==> src/rtl/alu_result_stage_pkg.sv <==
// Shared encodings for the ALU result stage.
//   alu_cmd_e : ALU command codes carried alongside each result
//   state_e   : skid-buffer occupancy
//   is_addsub : true for commands whose overflow bit is meaningful
package alu_result_stage_pkg;

  typedef enum logic [2:0] {
    CMD_ADD  = 3'b000,
    CMD_SUB  = 3'b001,
    CMD_AND  = 3'b010,
    CMD_OR   = 3'b011,
    CMD_XOR  = 3'b100,
    CMD_SLT  = 3'b101,
    CMD_NOR  = 3'b110,
    CMD_NAND = 3'b111
  } alu_cmd_e;

  typedef enum logic [1:0] {
    ST_EMPTY = 2'b00,
    ST_ONE   = 2'b01,
    ST_FULL  = 2'b10
  } state_e;

  function automatic logic is_addsub(input logic [2:0] cmd);
    return (cmd == CMD_ADD) || (cmd == CMD_SUB);
  endfunction

endpackage

==> src/rtl/sat_counter.sv <==
// Saturating event counter.
//   clk, reset_n : clock, synchronous active-low reset
//   inc          : count one event this cycle
//   clr          : clear; an inc in the same cycle wins and leaves count = 1
//   count        : current value, holds at all-ones instead of wrapping
module sat_counter #(
  parameter int CNTW = 8
) (
  input  logic            clk,
  input  logic            reset_n,
  input  logic            inc,
  input  logic            clr,
  output logic [CNTW-1:0] count
);

  always_ff @(posedge clk) begin
    if (!reset_n)
      count <= '0;
    else if (inc)
      count <= clr ? CNTW'(1) : ((&count) ? count : count + 1'b1);
    else if (clr)
      count <= '0;
  end

endmodule

==> src/rtl/alu_result_stage.sv <==
// Registered output stage behind the ALU adder/subtracter.
// Captures result + flags + cmd + tag and hands them on with valid/ready,
// using a main/skid register pair so back-pressure never loses an entry.
// Also keeps a sticky overflow flag and a saturating overflow counter.
//   in_*        : ALU result side (in_ready registered, independent of out_ready)
//   out_*       : writeback/flag consumer side, stable while stalled
//   clr_sticky  : clear sticky_ovf / ovf_count (a same-cycle event wins)
//   sticky_ovf  : overflow seen since last clear
//   ovf_count   : saturating count of ADD/SUB overflow events
module alu_result_stage
  import alu_result_stage_pkg::*;
#(
  parameter int WIDTH = 32,
  parameter int TAGW  = 5,
  parameter int CNTW  = 8
) (
  input  logic             clk,
  input  logic             reset_n,
  input  logic             in_valid,
  output logic             in_ready,
  input  logic [WIDTH-1:0] in_result,
  input  logic             in_carryout,
  input  logic             in_overflow,
  input  logic             in_zero,
  input  logic [2:0]       in_cmd,
  input  logic [TAGW-1:0]  in_tag,
  output logic             out_valid,
  input  logic             out_ready,
  output logic [WIDTH-1:0] out_result,
  output logic             out_carryout,
  output logic             out_overflow,
  output logic             out_zero,
  output logic [2:0]       out_cmd,
  output logic [TAGW-1:0]  out_tag,
  input  logic             clr_sticky,
  output logic             sticky_ovf,
  output logic [CNTW-1:0]  ovf_count
);

  localparam int PW = WIDTH + 6 + TAGW;

  state_e          state_q, state_nx;
  logic            rdy_q;
  logic [PW-1:0]   main_q, skid_q, in_pl;
  logic            in_fire, out_fire, ovf_ev;
  logic            ld_main_in, ld_main_skid, ld_skid;

  assign in_pl    = {in_result, in_carryout, in_overflow, in_zero, in_cmd, in_tag};
  assign in_fire  = in_valid & rdy_q;
  assign out_fire = out_valid & out_ready;
  assign ovf_ev   = in_fire & in_overflow & is_addsub(in_cmd);

  assign in_ready  = rdy_q;
  assign out_valid = (state_q != ST_EMPTY);
  assign {out_result, out_carryout, out_overflow, out_zero, out_cmd, out_tag} = main_q;

  always_comb begin
    state_nx     = state_q;
    ld_main_in   = 1'b0;
    ld_main_skid = 1'b0;
    ld_skid      = 1'b0;
    case (state_q)
      ST_EMPTY: if (in_fire) begin
        state_nx   = ST_ONE;
        ld_main_in = 1'b1;
      end
      ST_ONE: begin
        if (in_fire && out_fire) begin
          ld_main_in = 1'b1;
        end else if (in_fire) begin
          state_nx = ST_FULL;
          ld_skid  = 1'b1;
        end else if (out_fire) begin
          state_nx = ST_EMPTY;
        end
      end
      ST_FULL: if (out_fire) begin
        state_nx     = ST_ONE;
        ld_main_skid = 1'b1;
      end
      default: state_nx = ST_EMPTY;
    endcase
  end

  // in_ready is precomputed from next state so it is a pure flop output
  // and never sees out_ready combinationally.
  always_ff @(posedge clk) begin
    if (!reset_n) begin
      state_q <= ST_EMPTY;
      rdy_q   <= 1'b1;
      main_q  <= '0;
      skid_q  <= '0;
    end else begin
      state_q <= state_nx;
      rdy_q   <= (state_nx != ST_FULL);
      if (ld_main_in)   main_q <= in_pl;
      if (ld_main_skid) main_q <= skid_q;
      if (ld_skid)      skid_q <= in_pl;
    end
  end

  always_ff @(posedge clk) begin
    if (!reset_n)
      sticky_ovf <= 1'b0;
    else if (ovf_ev)
      sticky_ovf <= 1'b1;
    else if (clr_sticky)
      sticky_ovf <= 1'b0;
  end

  sat_counter #(.CNTW(CNTW)) u_ovf_cnt (
    .clk     (clk),
    .reset_n (reset_n),
    .inc     (ovf_ev),
    .clr     (clr_sticky),
    .count   (ovf_count)
  );

endmodule
==> config.mk <==
export PLATFORM = sky130hd
export DESIGN_NAME = alu_result_stage
export DESIGN_NICKNAME = d
export VERILOG_FILES = /design/src/rtl/alu_result_stage_pkg.sv /design/src/rtl/sat_counter.sv /design/src/rtl/alu_result_stage.sv
export SDC_FILE = /design/constraint.sdc
export NUM_CORES = 1
export LEC_CHECK = 0
export BUFFER_PORTS_ARGS = -buffer_cell sky130_fd_sc_hd__buf_2
export CORE_MARGIN = 2
export CORE_UTILIZATION = 59
export CTS_BUF_LIST = sky130_fd_sc_hd__clkbuf_4
export CTS_CLUSTER_SIZE = 20
export DETAILED_ROUTE_END_ITERATION = 12
export PLACE_DENSITY = 0.95
export SYNTH_ARGS = -nofsm -noshare
export SYNTH_HDL_FRONTEND = slang
export SYNTH_HIERARCHICAL = 1
export SYNTH_SLANG_ARGS = --single-unit
==> constraint.sdc <==
create_clock -name clk -period 3.7 [get_ports clk]
set_input_delay 0.185 -clock clk [delete_from_list [all_inputs] [get_ports clk]]
set_output_delay 0.185 -clock clk [all_outputs]
set_load 0.01 [all_outputs]
[After elaboration in Yosys (flattened, before gate mapping)]
Cells that the tools add are included.
Storage, ports and cells
  register bits after elaboration: 98
  input bits: 48
  output and inout port bits: 54
  word-level logic and storage cells: 46
Cells by class
  add/subtract/negate cells: 1
  eq/ne operators: 5
  mux-type cells: 21
  bitwise gates (word level): 4
  reduce and logical (&&, ||, !) cells: 9
Operators by type and width (count)
  43-bit 2-to-1 mux: 2
  8-bit 2-to-1 mux: 4
  2-bit 2-to-1 mux: 5
  8-bit by 1-bit adder with 8-bit output (second input constant): 1
  1-bit 2-to-1 mux: 8
  8-bit AND reduction: 1
  2-bit case mux with 3 select lines: 1
  2-bit nonzero test: 3
  1-bit AND: 4
  2-bit != test (second input constant): 2
  3-bit by 1-bit equality test with 1-bit output (second input constant): 1
  3-bit logical NOT: 1
  2-bit by 1-bit equality test with 1-bit output (second input constant): 1
  2-bit equality test (second input constant): 1
  2-bit logical NOT: 1
  1-bit case mux with 2 select lines: 1
  2-bit AND reduction: 1
  1-bit logical AND: 1
  1-bit logical OR: 1

[Logic depth before layout (Yosys ltp)]
Gate-level depths: netlist of the first run.
  depth after elaboration: 7
  mapped depth: 6
  gate-level depth less buffers: 5

[Hierarchy]
The synthesis of the first run kept the hierarchy.
By module, submodules not included
  alu_result_stage: times used 1, cells each 449, area each 3662.3 sq um
  sat_counter: times used 1, cells each 50, area each 444.2 sq um

[Worst setup path before layout of the first run]
Ideal clock, no wire load.
  path type: reg2reg
  from: reg rdy_q, in the netlist in_ready
  to: reg u_ovf_cnt.count[6]
  data arrival time: 2040 ps
  data required time: 3584 ps
  path slack: 1544 ps
  cell stages (with the launch flop): 6
  path buffers: 0
  cells stage by stage: dfxtp_1 nand2_2 nor4b_1 nand3_2 or4b_1 o211a_1
Between the ends
  cells in the longest elaborated chain, start to end: 5
Ends and longest elaborated chain
  start, declared: line alu_result_stage.sv:43  | logic rdy_q;
  start signal, assigned: line alu_result_stage.sv:95  | rdy_q <= (state_nx != ST_FULL);
  1-bit AND (*): line alu_result_stage.sv:49  | assign in_fire = in_valid & rdy_q;
  1-bit AND (*) (2 in series): line alu_result_stage.sv:51  | assign ovf_ev = in_fire & in_overflow & is_addsub(in_cmd);
  net ovf_ev: line alu_result_stage.sv:45  | logic in_fire, out_fire, ovf_ev;
  2-bit nonzero test (no line)
  2-bit AND reduction (no line)
  end signal, assigned: line sat_counter.sv:20  | count <= clr ? CNTW'(1) : ((&count) ? count : count + 1'b1);
  end, declared: line sat_counter.sv:13  | output logic [CNTW-1:0] count
The timed path passes the listed nets; every way through them passes the cells marked *.
A chain may end at the register's enable or synchronous reset.

[Final worst setup path of the first run]
  from: reg state_q[1]
  to: reg main_q[15]
Between the ends
  cells in the longest elaborated chain, start to end: 6
Ends and longest elaborated chain
  start, declared: line alu_result_stage.sv:42  | state_e state_q, state_nx;
  start signal, assigned: line alu_result_stage.sv:94  | state_q <= state_nx;
  2-bit nonzero test: line alu_result_stage.sv:54  | assign out_valid = (state_q != ST_EMPTY);
  1-bit AND: line alu_result_stage.sv:50  | assign out_fire = out_valid & out_ready;
  1-bit logical AND: line alu_result_stage.sv:68  | if (in_fire && out_fire) begin
  1-bit 2-to-1 mux: line alu_result_stage.sv:68
  1-bit case mux with 2 select lines: line alu_result_stage.sv:62  | case (state_q)
  2-bit nonzero test (no line)
  end signal, assigned: line alu_result_stage.sv:96  | if (ld_main_in) main_q <= in_pl;
  end signal, assigned: line alu_result_stage.sv:97  | if (ld_main_skid) main_q <= skid_q;
  end, declared: line alu_result_stage.sv:44  | logic [PW-1:0] main_q, skid_q, in_pl;
Parallel ways exist; a longest one is shown, timed or not.

==> results of run 1 <==
[state kept, by name, indices dropped and copies added (netlist names)]
name / flops
in_ready: 1
main_q: 43
state_q: 2
sticky_ovf: 1
skid_q: 43
u_ovf_cnt/count: 8
[through the flow]
stage          area, sq um  hold slack, ns  utilization  worst slack (ns)  power [mW]
6_report              4980         0.01845       0.7370             1.671       1.949
5_1_grt               4980       0.0004229       0.7370             1.539       2.039
4_1_cts               4960       0.0005732       0.7341             1.726       1.955
3_5_place_dp          4533          0.4242       0.6709             1.745       1.404
3_3_place_gp          4533          0.4075       0.6709             1.795       1.393
2_1_floorplan         4106          0.2635            -             1.544       1.316
[power by group]
group	internal [mW]	leakage [nW]	switching (mW)	total (mW)
combinational	0.122	1.17	0.154	0.276
sequential	1.11	0.799	0.0277	1.13
clock	0.215	0.0741	0.325	0.539
[cell families after synthesis]
group / count (synthesis)
and+or+nand+nor: 212
AOI/OAI and AO/OA: 144
DFF: 98
buffers and inverters: 39
muxes: 5
adders and majority gates: 1
[placed cells by master, fill, tap and decap left out, types with 2 or more instances in the layout]
cell type / instances
inv_1: 2
clkbuf_4: 11
nand2_2: 3
dfxtp_1: 98
dlygate4sd3_1: 32
o21ai_0: 44
nand2b_1: 4
a31oi_1: 43
nand3_2: 2
a21boi_0: 3
buf_4: 4
a21oi_1: 5
clkinv_2: 2
a21boi_1: 41
nand4_1: 4
nor2b_1: 2
buf_2: 101
nor3_4: 2
mux2i_1: 5
nand3b_1: 2
nand2_1: 180
and3b_1: 2
[Yosys cell counts (2+ instances only)]
cell type	n	area, sq um
a21oi_1	5	25.02
o21ai_0	44	220.2
nor3_4	2	32.53
nand4_1	4	25.02
clkbuf_1	15	56.30
inv_1	2	7.510
nand2_1	180	675.7
nand2_2	3	18.77
a21boi_0	3	22.52
dfxtp_1	98	1962
mux2i_1	5	50.05
buf_4	5	37.54
a31oi_1	43	269.0
nand3b_1	2	15.01
and3b_1	2	17.52
buf_6	8	90.09
nand2b_1	4	25.02
buf_2	9	45.04
nor2b_1	2	12.51
nand3_2	2	20.02
a21boi_1	41	307.8
[final timing paths]
check,start,endpoint,slack (ns),cells past startpoint
worst max-delay path,state_q[1],main_q[15],1.67,4
worst min-delay path,in_result[19],skid_q[30],0.02,3
worst max register to register,state_q[1],main_q[15],1.67,4
worst min register to register,skid_q[29],skid_q[29],0.46,2
[area by class of cell]
cell class | instances | area [sq um]
flip-flops and latches | 98 | 1962
fillers | 524 | 1777
repair buffers | 138 | 875.8
clock buffers | 11 | 82.58
multi-input cells | 362 | 1908
clock inverters | 4 | 43.79
well taps | 80 | 100.1
inverters | 2 | 7.507
[worst max-delay path, cell delays in order (launching register included)]
cell and delay, ns:
dfxtp_1 0.56, nand3b_1 0.60, buf_12 0.42, o21ai_0 0.25, a31oi_1 0.06
[what timing repair did]
action / 4_1_cts / 5_1_grt
hold endpoints to repair: 34 / 2
hold buffers: 30 / 2
buffers inserted: 0 / 0
[layer usage]
metal	vias to the layer above	share of wire	track usage
met1	1807	0.42	0.3090
met4	0	0.032	0.1259
met3	29	0.051	0.04929
li1	1923	-	-
met5	-	0	0
met2	129	0.50	0.4373
==> out/results.ini, run 1 <==
[grt]
grt_max_degree = 93
grt_pass1_vias = 3599
track_usage = 0.2568
globalRouteOverflowTotal = 0
antenna_found_initial = 0
grt_pass1_wl_mm = 15.62

[sta]
hold_viol = 0
max_freq_ghz = 0.4928
setup_viol = 0
setup_tns_ns = 0
report.final.slew_viol_count = 0
finalCritPeriodShare = 0.5485
slew_headroom = 0.4171
rsz0062_at_grt = false
finalClockSkew_ns = 0.01444
layout_min_cycle_time_ns = 2.029
max_slew.worst_pin.slew_ns = 0.8716

[logic_synthesis]
synthAdderAreaFrac = 0.003047
ys_types = 41
synth_compound_area_frac = 0.2215
synth_area_sq_um = 4106
muxShareOfSynthArea = 0.01219
yosys.area_share.xor_xnor = 0
syn_area_per_cell_sq_um = 8.229
synth_top_family_by_area = simple AND/OR/NAND/NOR gates
ys_dominant_reg_cell = dfxtp_1
postSynthCellCount = 499
synth_edf_count = 0
yosysSeqAreaShare = 0.4778
ys_ff_latch = 98
synth-simple-area-share = 0.2279
synth_fp_nets = 548
ys_warn_count = 6
async_flop_share = 0

[clocking]
clkLatencyLatePin_ns = 0.42
cts_buffers = 9
postCtsResizedCells = 0
cts.path.max_buffers = 2
htreeDepth = 3
clk_pin_slew_worst_paths_ns = 0.13
clock_sinks = 98
cts_tree = yes
cts-root-buf = clkbuf_4

[floorplanning]
die_area_sq_um = 7643
pin_count = 102
initial_utilization = 0.6078
coreArea_sq_um = 6756
die_w_microns = 87.43
fp-row-count = 30
chipHeight_microns = 87.43

[placed_design]
place_congestion = 0.8675
placedCellCount = 648
hpwlAfterDp_mm = 6.110
port_buffers = 101

[route]
vias = 3888
drcViolationCount = 0
drt_wl_total_mm = 9.668
wire_per_inst_microns = 13.91
drtIter0Drc = 278
first_pass_iters = 5
ant_nets = 0
routed_via_density = 5.594

[status]
status = completed

[hold_path]
hold_path_class = in -> reg

[setup_path]
cp.required_ns = 4.00
end_kind = flop
cp.arrival_ns = 2.33
worst-path-max-fanout = 66
path_class = reg -> reg
cp-start-kind = flop

[power_and_ir_drop]
power.density_nw_per_um2 = 391.3
ir_worst_vdd_v = 0.0002772
p_leak_nw = 2.044

[finish]
area_growth_pct = 21.27
num_antenna_cells = 0
drive_gt1_frac = 0.2130
final_nets = 660
stdcell_count = 695

[flow_run]
max_cap_viol_count = 0

Power figures use the tool's default switching activity.
==> inputs of run 2 (changes only) <==
Settings changed: CORE_UTILIZATION 59 to 55, PLACE_DENSITY 0.95 to 0.94.
Clock period 3.7 ns to 1.9 ns, I/O delays scaled along.
==> run 2 against run 1 <==
Hold slack improved by 0.065 ns. Clock-buffer cell count increased by 1. Sequential share of layout area fell by 1.9 points. Core utilization is 1.6 points lower. Final cell count increased by 5.9%. Cell area is 5.0% higher. Via count grew 2.9%. Critical path depth increased by 1. Global-route usage grew 0.54 points. Largest cell class unchanged.
==> out/results.ini, run 2 (synthesis results as in run 1) <==
[status]
status = completed

[setup_path]
worst-path-max-fanout = 4  ; -94%
end_kind = flop
cp_slowest_cell = or4b_1
path_class = reg -> reg
cp-start-kind = flop
max_stage_delay_ns = 0.49  ; -0.11 ns
crit_chain = nand2_2 > nor4b_4 > nand3_2 > or4b_1 > o211a_1
cp.arrival_ns = 2.06  ; -0.27 ns
cp.required_ns = 2.23  ; -1.77 ns

[floorplanning]
initial_utilization = 0.5662  ; -0.04162
pin_count = 102  ; unchanged
die_area_sq_um = 8173  ; +6.9%
coreArea_sq_um = 7253  ; +7.4%
fp-row-count = 31  ; +3.3%
chipHeight_microns = 90.41  ; +3.4%
die_w_microns = 90.41  ; +3.4%

[power_and_ir_drop]
seq_power_share = 0.570  ; -0.011
power.density_nw_per_um2 = 740.9  ; +89%
switching_power_mw = 1.011  ; +100%
p_int_mw = 2.862  ; +98%
p_leak_nw = 2.149  ; +5.1%
clock_power_share = 0.279  ; +0.002
ir_worst_vdd_v = 0.0004124  ; +49%
pwr-share-comb = 0.151  ; +0.009
swShare = 0.2611  ; +0.001300

[sta]
rsz0062_at_grt = false
setup_viol = 0  ; unchanged
finalClockSkew_ns = 0.01379  ; -0.0006462 ns
slew_headroom = 0.5722  ; +0.1551
max_freq_ghz = 0.5783  ; +17%
hold_viol = 0  ; unchanged
finalCritPeriodShare = 0.9100  ; +0.3616
layout_min_cycle_time_ns = 1.729  ; -0.3002 ns
max_slew.worst_pin.slew_ns = 0.6404  ; -0.2311 ns
finalWorstSetupSlack_ns = 0.1709  ; -1.500 ns
report.final.slew_viol_count = 0  ; unchanged
fin_hold_ws_ns = 0.08312  ; +0.06467 ns
setup_tns_ns = 0  ; unchanged

[route]
routed_via_density = 5.433  ; -2.9%
wire_per_inst_microns = 14.24  ; +2.3%
first_pass_iters = 5  ; unchanged
ant_nets = 0  ; unchanged
drtIter0Drc = 284  ; +2.2%
vias = 3999  ; +2.9%
drt_wl_total_mm = 10.48  ; +8.4%
drcViolationCount = 0  ; unchanged

[grt]
grt_pass1_vias = 3900  ; +8.4%
grt_pass1_wl_mm = 17.58  ; +13%
top_usage_layer = met2
globalRouteOverflowTotal = 0  ; unchanged
track_usage = 0.2623  ; +0.005447
grt_util_met3 = 0.04174  ; -0.007553
grt_max_degree = 93  ; unchanged
antenna_found_initial = 0  ; unchanged
grt_util_met1 = 0.3018  ; -0.007219
grt_use_met2 = 0.4831  ; +0.04575

[finish]
final_nets = 681  ; +3.2%
num_antenna_cells = 0  ; unchanged
drive_gt1_frac = 0.2198  ; +0.006772
final_cell_mix = nand2_1 (180), buf_2 (101), dfxtp_1 (98)
final_common_cell = nand2_1
largestRegisters = main_q: 43 flops, skid_q: 43 flops, u_ovf_cnt/count: 8 flops
area_growth_pct = 27.30

[clocking]
clkLatencyLatePin_ns = 0.43  ; about the same
cts.path.max_buffers = 2  ; unchanged
cts-root-buf = clkbuf_4
clock_sinks = 98  ; unchanged
htreeDepth = 3  ; unchanged
clk_pin_slew_worst_paths_ns = 0.14  ; about the same
cts_tree = yes
cts_buffers = 9  ; unchanged

[flow_run]
max_cap_viol_count = 0  ; unchanged

[hold_path]
hold_path_class = in -> reg

[placed_design]
port_buffers = 101  ; unchanged
place_congestion = 0.8530  ; -1.7%
hpwlAfterDp_mm = 6.408  ; +4.9%
dp_slack_ns = 0.09689  ; -1.648 ns

==> run 2: worst paths after layout <==
kind	from	end	slack, ns	depth (start not counted)
setup / recovery	in_ready	u_ovf_cnt/count[6]	0.17	5
hold / removal	in_valid	in_ready	0.08	4
setup reg to reg	in_ready	u_ovf_cnt/count[6]	0.17	5
hold reg to reg	skid_q[31]	skid_q[31]	0.46	2
==> run 2: layer usage <==
metal | share of wire | vias to the layer above
li1 | - | 1971
met1 | 0.42 | 1867
met2 | 0.52 | 143
met3 | 0.046 | 18
met4 | 0.019 | 0
met5 | 0 | -
==> run 2: power by group through the flow <==
| stage | Clock, mW | Combinational (mW) | Sequential, mW |
|---|---|---|---|
| floorplan | 0 | 0.288 | 2.28 |
| global placement | 0 | 0.487 | 2.24 |
| detailed placement | 0 | 0.507 | 2.25 |
| CTS | 1.09 | 0.579 | 2.21 |
| global route | 1.20 | 0.646 | 2.22 |
| finish | 1.08 | 0.586 | 2.21 |
==> run 2: cell type report <==
| type | instances | area [sq um] |
|---|---|---|
| Clock buffer | 12 | 90.09 |
| Clock inverter | 4 | 42.54 |
| Fill cell | 562 | 2026 |
| Inverter | 2 | 7.507 |
| Multi-Input combinational cell | 362 | 1923 |
| Sequential cell | 98 | 1962 |
| Tap cell | 99 | 123.9 |
| Timing Repair Buffer | 159 | 1079 |
==> run 2: timing repair <==
action / CTS / global route
hold endpoints to repair: 88 / 0
buffers inserted: 0 / 0
endpoints found under the setup margin: 0 / 2
resized for setup: 0 / 1
hold buffers: 45 / 0
==> run 2: critical path: cells and delay by family (launching register included) <==
family	cells	cell delay, ns
AOI/OAI and AO/OA	1	0.14
DFF	1	0.40
and+or+nand+nor	4	1.11
==> run 2: metrics by stage <==
step                      power [mW]  instances    util  area [sq um]
final                          3.873        736  0.7207          5228
after global placement         2.732        675  0.6391          4636
after global routing           4.061        736  0.7207          5228
after CTS                      3.880        736  0.7195          5219
after detailed placement       2.758        675  0.6391          4636
after floorplan                2.563        499       -          4113
==> inputs of run 3 (changes only) <==
--- a/config.mk
+++ b/config.mk
@@ -17,2 +17,3 @@
 export SYNTH_HIERARCHICAL = 1
 export SYNTH_SLANG_ARGS = --single-unit
+export TNS_END_PERCENT = 1
==> constraint.sdc (replaced) <==
create_clock -name clk -period 1.9 [get_ports clk]
set_input_delay 0.095 -clock clk [delete_from_list [all_inputs] [get_ports clk]]
set_output_delay 0.095 -clock clk [all_outputs]
set_load 0.1 [all_outputs]
==> run 3 against run 2 <==
Via count up 1.3%. Sequential share of layout area decreased by 0.20 points. Largest power group unchanged. Power grew 13%. Sequential power about the same. Fmax is 1.7% lower. Critical endpoint unchanged.
==> out/results.ini, run 3 (synthesis results as in run 1) <==
[status]
status = completed

[sta]
report.final.slew_viol_count = 0  ; unchanged
setup_viol = 0  ; unchanged
max_freq_ghz = 0.5684  ; -1.7%
slew_headroom = 0.5436  ; -0.02858
finalClockSkew_ns = 0.01854  ; +0.004745 ns
finalCritPeriodShare = 0.9259  ; +0.01590
max_slew.worst_pin.slew_ns = 0.6832  ; +0.04278 ns
rsz0062_at_grt = false
fin_hold_ws_ns = 0.1108  ; +0.02766 ns
finalWorstSetupSlack_ns = 0.1407  ; -0.03020 ns
hold_viol = 0  ; unchanged
layout_min_cycle_time_ns = 1.759  ; +0.03020 ns

[flow_run]
max_cap_viol_count = 0  ; unchanged

[floorplanning]
fp-row-count = 31  ; unchanged
chipHeight_microns = 90.41  ; unchanged
pin_count = 102  ; unchanged
coreArea_sq_um = 7253  ; unchanged
initial_utilization = 0.5662  ; unchanged
die_w_microns = 90.41  ; unchanged
die_area_sq_um = 8173  ; unchanged

[hold_path]
hold_path_class = in -> reg
whs_path_depth = 4  ; unchanged
holdCritStartpoint = in_valid
worstHoldEndpoint = in_ready

[placed_design]
dp_slack_ns = 0.08627  ; -0.01062 ns
port_buffers = 101  ; unchanged
placedCellCount = 675  ; unchanged
place_congestion = 0.8469  ; -0.72%
hpwlAfterDp_mm = 6.423  ; +0.24%

[clocking]
cts_tree = yes
cts-root-buf = clkbuf_4
clkLatencyLatePin_ns = 0.43  ; about the same
clk_pin_slew_worst_paths_ns = 0.14  ; about the same
clock_sinks = 98  ; unchanged
htreeDepth = 3  ; unchanged
cts_buffers = 9  ; unchanged
cts.path.max_buffers = 2  ; unchanged

[setup_path]
reg2reg_depth = 5  ; unchanged
cp_slowest_cell = or4b_1
max_stage_delay_ns = 0.49  ; about the same
end_kind = flop
path_buf_inv = 0  ; unchanged
cp-start-kind = flop
cpLargestDelayFamily = simple AND/OR/NAND/NOR gates
rrSetupSlack_ns = 0.14  ; -0.03 ns
cp.arrival_ns = 2.10  ; +0.04 ns
cp.required_ns = 2.24  ; about the same
crit_start = in_ready
crit_chain = nand2_4 > nor4b_4 > nand3_2 > or4b_1 > o211a_1
path_class = reg -> reg
worst-path-max-fanout = 5  ; +1
r2r-start = in_ready
r2r-end = u_ovf_cnt/count[6]

[grt]
globalRouteOverflowTotal = 0  ; unchanged
grt_pass1_vias = 3824  ; -1.9%
track_usage = 0.2625  ; about the same
grt_pass1_wl_mm = 17.69  ; +0.63%
grt_max_degree = 93  ; unchanged
antenna_found_initial = 1  ; +1

[finish]
area_growth_pct = 28.40
stdcell_count = 738  ; +0.27%
final_common_cell = nand2_1
largestRegisters = main_q: 43 flops, skid_q: 43 flops, u_ovf_cnt/count: 8 flops
fin_util = 0.7269  ; +0.006210
final_nets = 683  ; +0.29%
final_cell_mix = nand2_1 (180), buf_2 (101), dfxtp_1 (95)
drive_gt1_frac = 0.2288  ; +0.009060

[power_and_ir_drop]
power.density_nw_per_um2 = 827.8  ; +12%
ir_worst_vdd_v = 0.0005008  ; +21%
p_leak_nw = 2.161  ; +0.56%

[route]
vias = 4051  ; +1.3%
ant_nets = 0  ; unchanged
drcViolationCount = 0  ; unchanged
drt_wl_total_mm = 10.63  ; +1.4%
wire_per_inst_microns = 14.40  ; +1.1%
first_pass_iters = 6  ; +1
drtIter0Drc = 266  ; -6.3%
routed_via_density = 5.489  ; +1.0%

## run 3: what timing repair did
item / CTS / global route
hold buffers: 45 / 0
hold endpoints to repair: 88 / 0
setup endpoints to repair: 0 / 30
gates resized for setup: 0 / 1
buffers inserted: 0 / 2
## run 3: layout make-up
| type | count | area [sq um] |
|---|---|---|
| multi-input cells | 362 | 1933 |
| clock inverters | 3 | 41.29 |
| flip-flops and latches | 98 | 1968 |
| inverters | 2 | 7.507 |
| repair buffers | 161 | 1106 |
| diodes | 1 | 2.502 |
| fillers | 560 | 1981 |
| clock buffers | 12 | 90.09 |
| well taps | 99 | 123.9 |
## run 3: how the worst max path moves through the flow
stage,end,slack (ns),cells after the start
after floorplan,u_ovf_cnt/count[6],-0.04,5
after global placement,u_ovf_cnt/count[6],0.19,5
after detailed placement,main_q[34],0.09,5
after CTS,main_q[34],0.05,5
after global routing,u_ovf_cnt/count[6],0.04,5
final,u_ovf_cnt/count[6],0.14,5
## run 3: metrics by stage
stage | total power [mW] | instance area (sq um) | TNS, ns
global placement | 3.223 | 4656 | 0
floorplan | 3.050 | 4133 | -0.04211
finish | 4.365 | 5273 | 0
global route | 4.558 | 5273 | 0
detailed placement | 3.247 | 4656 | 0
CTS | 4.370 | 5238 | 0
## run 3: metal layers
metal	wire length (microns)	track usage
met3	577	0.04591
met4	319	0.1205
met5	0	0
met1	4349	0.3248
met2	5380	0.4467
## run 3: where the power goes
| group | internal (mW) | total (mW) | switching, mW |
|---|---|---|---|
| Sequential | 2.15 | 2.20 | 0.0522 |
| Combinational | 0.281 | 1.09 | 0.812 |
| Clock | 0.437 | 1.07 | 0.632 |
| Total | 2.87 | 4.36 | 1.50 |
## run 3: worst register-to-register path, delay by kind of cell (launching register included)
family             cells  cell delay [ns]
AOI/OAI and AO/OA      1             0.14
and+or+nand+nor        4             1.15
DFF                    1             0.39
